[config.mk]
export PLATFORM = sky130hd
export DESIGN_NAME = rggen_apb_bridge_flat
export DESIGN_NICKNAME = d
export VERILOG_FILES = /design/src/rtl/rggen_rtl_pkg.sv /design/src/rtl/rggen_bus_if.sv /design/src/rtl/rggen_apb_bridge.sv /design/src/flat_wrapper.sv
export SDC_FILE = /design/constraint.sdc
export NUM_CORES = 1
export LEC_CHECK = 0
export BUFFER_PORTS_ARGS = -buffer_cell sky130_fd_sc_hd__buf_4
export CELL_PAD_IN_SITES_DETAIL_PLACEMENT = 1
export CELL_PAD_IN_SITES_GLOBAL_PLACEMENT = 1
export CORE_UTILIZATION = 31
export DETAILED_ROUTE_END_ITERATION = 8
export MAX_ROUTING_LAYER = met4
export PLACE_DENSITY = 0.85
export SLEW_MARGIN = 20
export SYNTH_ARGS = -nofsm -noshare
export SYNTH_HDL_FRONTEND = slang
export SYNTH_SLANG_ARGS = --single-unit
[constraint.sdc]
create_clock -name i_clk -period 1.8 [get_ports i_clk]
set_clock_uncertainty 0.05 [all_clocks]
set_input_delay 0.27 -clock i_clk [delete_from_list [all_inputs] [get_ports i_clk]]
set_output_delay 0.27 -clock i_clk [all_outputs]
set_load 0.02 [all_outputs]
[src/rtl/rggen_rtl_pkg.sv]
// Shared rggen bus types: transfer direction and slave response status.
package rggen_rtl_pkg;

    typedef enum logic {
        RGGEN_READ  = 1'b0,
        RGGEN_WRITE = 1'b1
    } rggen_direction;

    // Bit 1 set means the access failed.
    typedef enum logic [1:0] {
        RGGEN_OKAY         = 2'b00,
        RGGEN_EXOKAY       = 2'b01,
        RGGEN_SLAVE_ERROR  = 2'b10,
        RGGEN_DECODE_ERROR = 2'b11
    } rggen_status;

endpackage

[src/rtl/rggen_bus_if.sv]
// rggen register bus: one request/done handshake per access.
interface rggen_bus_if
    import rggen_rtl_pkg::*;
#(
    parameter int unsigned ADDRESS_WIDTH = 16,
    parameter int unsigned BUS_WIDTH     = 32
);
    logic                     request;
    logic [ADDRESS_WIDTH-1:0] address;
    rggen_direction           direction;
    logic [BUS_WIDTH-1:0]     write_data;
    logic [BUS_WIDTH/8-1:0]   write_strobe;
    logic                     done;
    logic [BUS_WIDTH-1:0]     read_data;
    rggen_status              status;

    modport master (
        output request, address, direction, write_data, write_strobe,
        input  done, read_data, status
    );

    modport slave (
        input  request, address, direction, write_data, write_strobe,
        output done, read_data, status
    );
endinterface

[src/rtl/rggen_apb_bridge.sv]
// APB3/APB4 completer that turns each APB transfer into one rggen bus request,
// with an optional watchdog that aborts a hung access with a slave error.
module rggen_apb_bridge
    import rggen_rtl_pkg::*;
#(
    parameter int unsigned ADDRESS_WIDTH  = 16,
    parameter int unsigned DATA_WIDTH     = 32,
    parameter int unsigned TIMEOUT_CYCLES = 0
)(
    input  logic                      i_clk,
    input  logic                      i_rst_n,
    input  logic                      i_psel,
    input  logic                      i_penable,
    input  logic [ADDRESS_WIDTH-1:0]  i_paddr,
    input  logic [2:0]                i_pprot,
    input  logic                      i_pwrite,
    input  logic [DATA_WIDTH/8-1:0]   i_pstrb,
    input  logic [DATA_WIDTH-1:0]     i_pwdata,
    output logic                      o_pready,
    output logic [DATA_WIDTH-1:0]     o_prdata,
    output logic                      o_pslverr,
    rggen_bus_if.master               bus_if
);

    localparam int unsigned STRB_WIDTH = DATA_WIDTH / 8;
    localparam int unsigned LSB_WIDTH  = $clog2(STRB_WIDTH);
    localparam logic [ADDRESS_WIDTH-1:0] ADDR_MASK =
        ~ADDRESS_WIDTH'((1 << LSB_WIDTH) - 1);
    localparam int unsigned CNT_WIDTH  =
        (TIMEOUT_CYCLES > 0) ? $clog2(TIMEOUT_CYCLES + 1) : 1;
    localparam logic [CNT_WIDTH-1:0] CNT_LAST =
        CNT_WIDTH'((TIMEOUT_CYCLES > 0) ? TIMEOUT_CYCLES - 1 : 0);
    localparam logic [CNT_WIDTH-1:0] CNT_MAX = '1;

    typedef enum logic [1:0] {
        IDLE = 2'd0,
        BUSY = 2'd1,
        RESP = 2'd2
    } state_e;

    state_e                    state_q;
    logic                      request_q;
    logic [ADDRESS_WIDTH-1:0]  address_q;
    rggen_direction            direction_q;
    logic [DATA_WIDTH-1:0]     write_data_q;
    logic [STRB_WIDTH-1:0]     write_strobe_q;
    logic                      pready_q;
    logic                      pslverr_q;
    logic [DATA_WIDTH-1:0]     prdata_q;
    logic [CNT_WIDTH-1:0]      count_q;

    logic                      setup_c;
    logic                      timeout_c;
    logic [1:0]                status_c;
    logic                      unused_c;

    assign setup_c   = i_psel && !i_penable;
    // The watchdog fires in the TIMEOUT_CYCLES-th BUSY cycle if done is still low.
    assign timeout_c = (TIMEOUT_CYCLES != 0) && (count_q >= CNT_LAST);
    assign status_c  = 2'(bus_if.status);
    assign unused_c  = ^{i_pprot, status_c[0]};

    always_ff @(posedge i_clk or negedge i_rst_n) begin
        if (!i_rst_n) begin
            state_q        <= IDLE;
            request_q      <= 1'b0;
            address_q      <= '0;
            direction_q    <= RGGEN_READ;
            write_data_q   <= '0;
            write_strobe_q <= '0;
            pready_q       <= 1'b0;
            pslverr_q      <= 1'b0;
            prdata_q       <= '0;
            count_q        <= '0;
        end else begin
            case (state_q)
                IDLE: begin
                    pready_q  <= 1'b0;
                    pslverr_q <= 1'b0;
                    prdata_q  <= '0;
                    if (setup_c) begin
                        address_q      <= i_paddr & ADDR_MASK;
                        direction_q    <= i_pwrite ? RGGEN_WRITE : RGGEN_READ;
                        write_data_q   <= i_pwdata;
                        write_strobe_q <= i_pwrite ? i_pstrb : '1;
                        request_q      <= 1'b1;
                        count_q        <= '0;
                        state_q        <= BUSY;
                    end
                end
                BUSY: begin
                    if (bus_if.done) begin
                        request_q <= 1'b0;
                        pready_q  <= 1'b1;
                        pslverr_q <= status_c[1];
                        prdata_q  <= (direction_q == RGGEN_WRITE) ? '0 : bus_if.read_data;
                        state_q   <= RESP;
                    end else if (timeout_c) begin
                        request_q <= 1'b0;
                        pready_q  <= 1'b1;
                        pslverr_q <= 1'b1;
                        prdata_q  <= '0;
                        state_q   <= RESP;
                    end else if (count_q != CNT_MAX) begin
                        count_q <= count_q + CNT_WIDTH'(1);
                    end
                end
                RESP: begin
                    pready_q  <= 1'b0;
                    pslverr_q <= 1'b0;
                    prdata_q  <= '0;
                    state_q   <= IDLE;
                end
                default: begin
                    request_q <= 1'b0;
                    pready_q  <= 1'b0;
                    pslverr_q <= 1'b0;
                    prdata_q  <= '0;
                    state_q   <= IDLE;
                end
            endcase
        end
    end

    assign o_pready  = pready_q;
    assign o_pslverr = pslverr_q;
    assign o_prdata  = prdata_q;

    assign bus_if.request      = request_q;
    assign bus_if.address      = address_q;
    assign bus_if.direction    = direction_q;
    assign bus_if.write_data   = write_data_q;
    assign bus_if.write_strobe = write_strobe_q;

endmodule

[src/flat_wrapper.sv]
// flat-port wrapper written by rule: the top's interface ports become plain ports
module rggen_apb_bridge_flat import rggen_rtl_pkg::*;
#(
    parameter int unsigned ADDRESS_WIDTH  = 16,
    parameter int unsigned DATA_WIDTH     = 32,
    parameter int unsigned TIMEOUT_CYCLES = 0
)
  (i_clk, i_rst_n, i_psel, i_penable, i_paddr, i_pprot, i_pwrite, i_pstrb, i_pwdata, o_pready, o_prdata, o_pslverr, bus_if_request, bus_if_address, bus_if_direction, bus_if_write_data, bus_if_write_strobe, bus_if_done, bus_if_read_data, bus_if_status);
  rggen_bus_if #(.ADDRESS_WIDTH(ADDRESS_WIDTH), .BUS_WIDTH((32))) bus_if_i ();
  input  logic i_clk;
  input  logic i_rst_n;
  input  logic i_psel;
  input  logic i_penable;
  input  logic [ADDRESS_WIDTH-1:0] i_paddr;
  input  logic [2:0] i_pprot;
  input  logic i_pwrite;
  input  logic [DATA_WIDTH/8-1:0] i_pstrb;
  input  logic [DATA_WIDTH-1:0] i_pwdata;
  output logic o_pready;
  output logic [DATA_WIDTH-1:0] o_prdata;
  output logic o_pslverr;
  output wire logic [$bits(bus_if_i.request)-1:0] bus_if_request;
  output wire logic [$bits(bus_if_i.address)-1:0] bus_if_address;
  output wire logic [$bits(bus_if_i.direction)-1:0] bus_if_direction;
  output wire logic [$bits(bus_if_i.write_data)-1:0] bus_if_write_data;
  output wire logic [$bits(bus_if_i.write_strobe)-1:0] bus_if_write_strobe;
  input wire logic [$bits(bus_if_i.done)-1:0] bus_if_done;
  input wire logic [$bits(bus_if_i.read_data)-1:0] bus_if_read_data;
  input wire logic [$bits(bus_if_i.status)-1:0] bus_if_status;
  assign bus_if_request = bus_if_i.request;
  assign bus_if_address = bus_if_i.address;
  assign bus_if_direction = bus_if_i.direction;
  assign bus_if_write_data = bus_if_i.write_data;
  assign bus_if_write_strobe = bus_if_i.write_strobe;
  assign bus_if_i.done = bus_if_done;
  assign bus_if_i.read_data = bus_if_read_data;
  assign bus_if_i.status = bus_if_status;
  rggen_apb_bridge #(.ADDRESS_WIDTH(ADDRESS_WIDTH), .DATA_WIDTH(DATA_WIDTH), .TIMEOUT_CYCLES(TIMEOUT_CYCLES)) u_core (.i_clk(i_clk), .i_rst_n(i_rst_n), .i_psel(i_psel), .i_penable(i_penable), .i_paddr(i_paddr), .i_pprot(i_pprot), .i_pwrite(i_pwrite), .i_pstrb(i_pstrb), .i_pwdata(i_pwdata), .o_pready(o_pready), .o_prdata(o_prdata), .o_pslverr(o_pslverr), .bus_if(bus_if_i));
endmodule
==> summary.txt <==
post-synth design cell area: 0.003316 sq mm
global route overflow: 0
initial DRC count: 64
Max IR drop VDD: 461.9 uV
sequential area share after synthesis: 66.42%
CTS H-tree depth: 3
Port Buffers: 174
post-synthesis area per instance: 16.58 sq um
largest net degree at the start of global routing: 49
Final min period: 1617 ps
I/O pin count: 183
Detailed Place HPWL: 6342 um
CP max stage cell: dfrtp_1
global routing usage on met3: 2.968%
Seq cells post-synth: 88
Setup WS post-layout: 183.2 ps
critical setup path kind: reg2reg
most common cell after layout, fill and taps aside: buf_4
share of cells above drive strength 1: 65.89%
Die Footprint: 0.01111 sq mm
Layout area overhead: 52.04%
worst-path fanout max: 24
CTS tree: yes
pwr/cell area: 1137 mW/mm^2
Core Area: 0.01037 sq mm
placed insts: 504
Post-Synthesis Cells: 200
vias: 2390
Reg-to-Reg Start: u_core.state_q[0]
# clock sinks: 88
worst-path cell chain: nor4b_4, buf_4, buf_8, mux2_2
Fin. Hold Viols: 0
FMAX: 618.5 MHz
1st-pass router iterations: 4
CTS Root Cell: clkbuf_8
Die Span Y: 105.4 um
TritonCTS Buffers: 9
type of origin of the critical path: flip-flop
worst min path class: in2reg
max-cap violation count: 0
hold_sp: bus_if_read_data[9]
CTS clk-pin slew, worst paths: 90 ps
ANT nets after route: 0
utilization after layout: 48.61%
Longest Clk Path Bufs: 2
Lkg Pwr: 2.502 nW
first-pass GRT wire length: 13660 um
Critical Path RT: 1980 ps
status: completed
final period utilization: 89.82%
Initial Util: 31.97%
critical path endpoint category: flip-flop
Distinct cells, synth: 19
vias in the first global route: 2679
final std cells w/o fill: 523
initial antenna violation count: 0
setup violators final: 0
Yosys Warn Count: 0
GRT Resource Usage Total: 16.13%
Post-Place Worst Slack: 96.63 ps
most frequent cells in the layout: buf_4, dfrtp_1, mux2_2
Routed WL: 8558 um
Layout Nets: 477
Slew Viols, Final: 0
RSZ-0062 raised after global routing: no
GR Layer Usage met1: 19.75%
routability cong.: 0.7473
met2 usage: 26.97%
most crowded layer after global routing: met2
clk_lat worst skew: 350 ps
row cnt: 37
Fill cells: 1107
Routed WL per cell: 16.36 um
Vias/cell: 4.570
Fin Hold WS: 90.64 ps
drt drc: 0
Worst path max stage delay: 460 ps
Antenna Diode Count: 0
Critical Path AT: 1790 ps
Worst Setup SP: u_core.state_q[0]
setup TNS: 0 ps
Die Width: 105.4 um
[cell usage after synthesis]
cell | n | area [sq um]
o21ai_0 | 1 | 5.000
or2_2 | 1 | 6.260
dfrtp_1 | 88 | 2202
clkbuf_1 | 3 | 11.26
nor3b_2 | 1 | 12.51
mux2_2 | 43 | 484.2
conb_1 | 1 | 3.750
nor2_1 | 1 | 3.750
buf_2 | 4 | 20.02
and3b_2 | 1 | 10.01
nor4b_4 | 1 | 23.77
buf_6 | 5 | 56.30
a22o_1 | 33 | 289.0
and4bb_2 | 1 | 12.51
nor3b_1 | 1 | 7.510
o21a_1 | 1 | 7.510
buf_4 | 2 | 15.01
mux2_4 | 8 | 120.1
nand2b_1 | 4 | 25.02
[worst max-delay path: cells and delay by family (launching register included)]
kind	cells	cell delay [ps]
buffers and inverters	2	410
AND/OR/NAND/NOR	1	220
multiplexers	1	360
flip-flops	1	460
[path summary, 6_finish.rpt]
check,endpoint,slack (ps),cells after the start
setup / recovery,u_core.bus_if.write_data[14],180,4
hold / removal,u_core.o_prdata[9],90,2
setup reg to reg,u_core.bus_if.write_data[14],180,4
hold reg to reg,u_core.bus_if.write_strobe[3],460,1
max in group asynchronous,u_core.o_prdata[5],750,3
min in group asynchronous,u_core.bus_if.write_data[8],310,2
[layout make-up]
class	instances	area, sq um	share of cell area, %
Sequential cell	88	2202	43.68
Tap cell	136	170.2	3.376
Clock inverter	7	77.57	1.539
Timing Repair Buffer	184	1446	28.69
Multi-Input combinational cell	99	1021	20.25
Clock buffer	9	123.9	2.457
[through the flow]
step	area, sq um	power (mW)
finish	5041	5.730
global route	5041	6.042
CTS	5014	5.823
detailed placement	4802	4.397
global placement	4802	4.323
floorplan	3319	3.475
[registers in the layout, indices dropped and copies added, names as in the netlist]
register / count
u_core.bus_if.address: 14
u_core.bus_if.direction: 1
u_core.bus_if.request: 1
u_core.bus_if.write_data: 32
u_core.bus_if.write_strobe: 4
u_core.o_prdata: 32
u_core.o_pready: 1
u_core.o_pslverr: 1
u_core.state_q: 2
[what timing repair did]
| item | in CTS | in global routing |
|---|---|---|
| setup endpoints to repair | 0 | 6 |
| resized for setup | 0 | 2 |
| hold endpoints to repair | 17 | 0 |
| hold buffers | 1 | 0 |
| buffers inserted | 0 | 1 |
[cells by family (layout without fill, tap and decap cells)]
| kind of cell | after synthesis | count (layout) | share of synthesized area, % |
|---|---|---|---|
| other cells | 1 | 2 | 0.1131 |
| buf+inv | 14 | 200 | 3.094 |
| compound gates | 35 | 35 | 9.094 |
| mux | 51 | 51 | 18.23 |
| simple gates | 11 | 11 | 3.056 |
| flops | 88 | 88 | 66.42 |
[per-layer routing]
metal / share of wire [%] / up-vias
met5: 0 / -
met3: 6.2 / 9
li1: - / 1084
met1: 41 / 1186
met2: 52 / 111
met4: 1.1 / 0
[where the power goes]
group	leakage, nW	switching, mW	total (mW)	internal (mW)
logic	1.30	0.871	1.80	0.926
registers	1.10	0.209	2.55	2.34
clock network	0.101	0.729	1.39	0.657
Note: power is estimated with default switching activity, not from simulation.
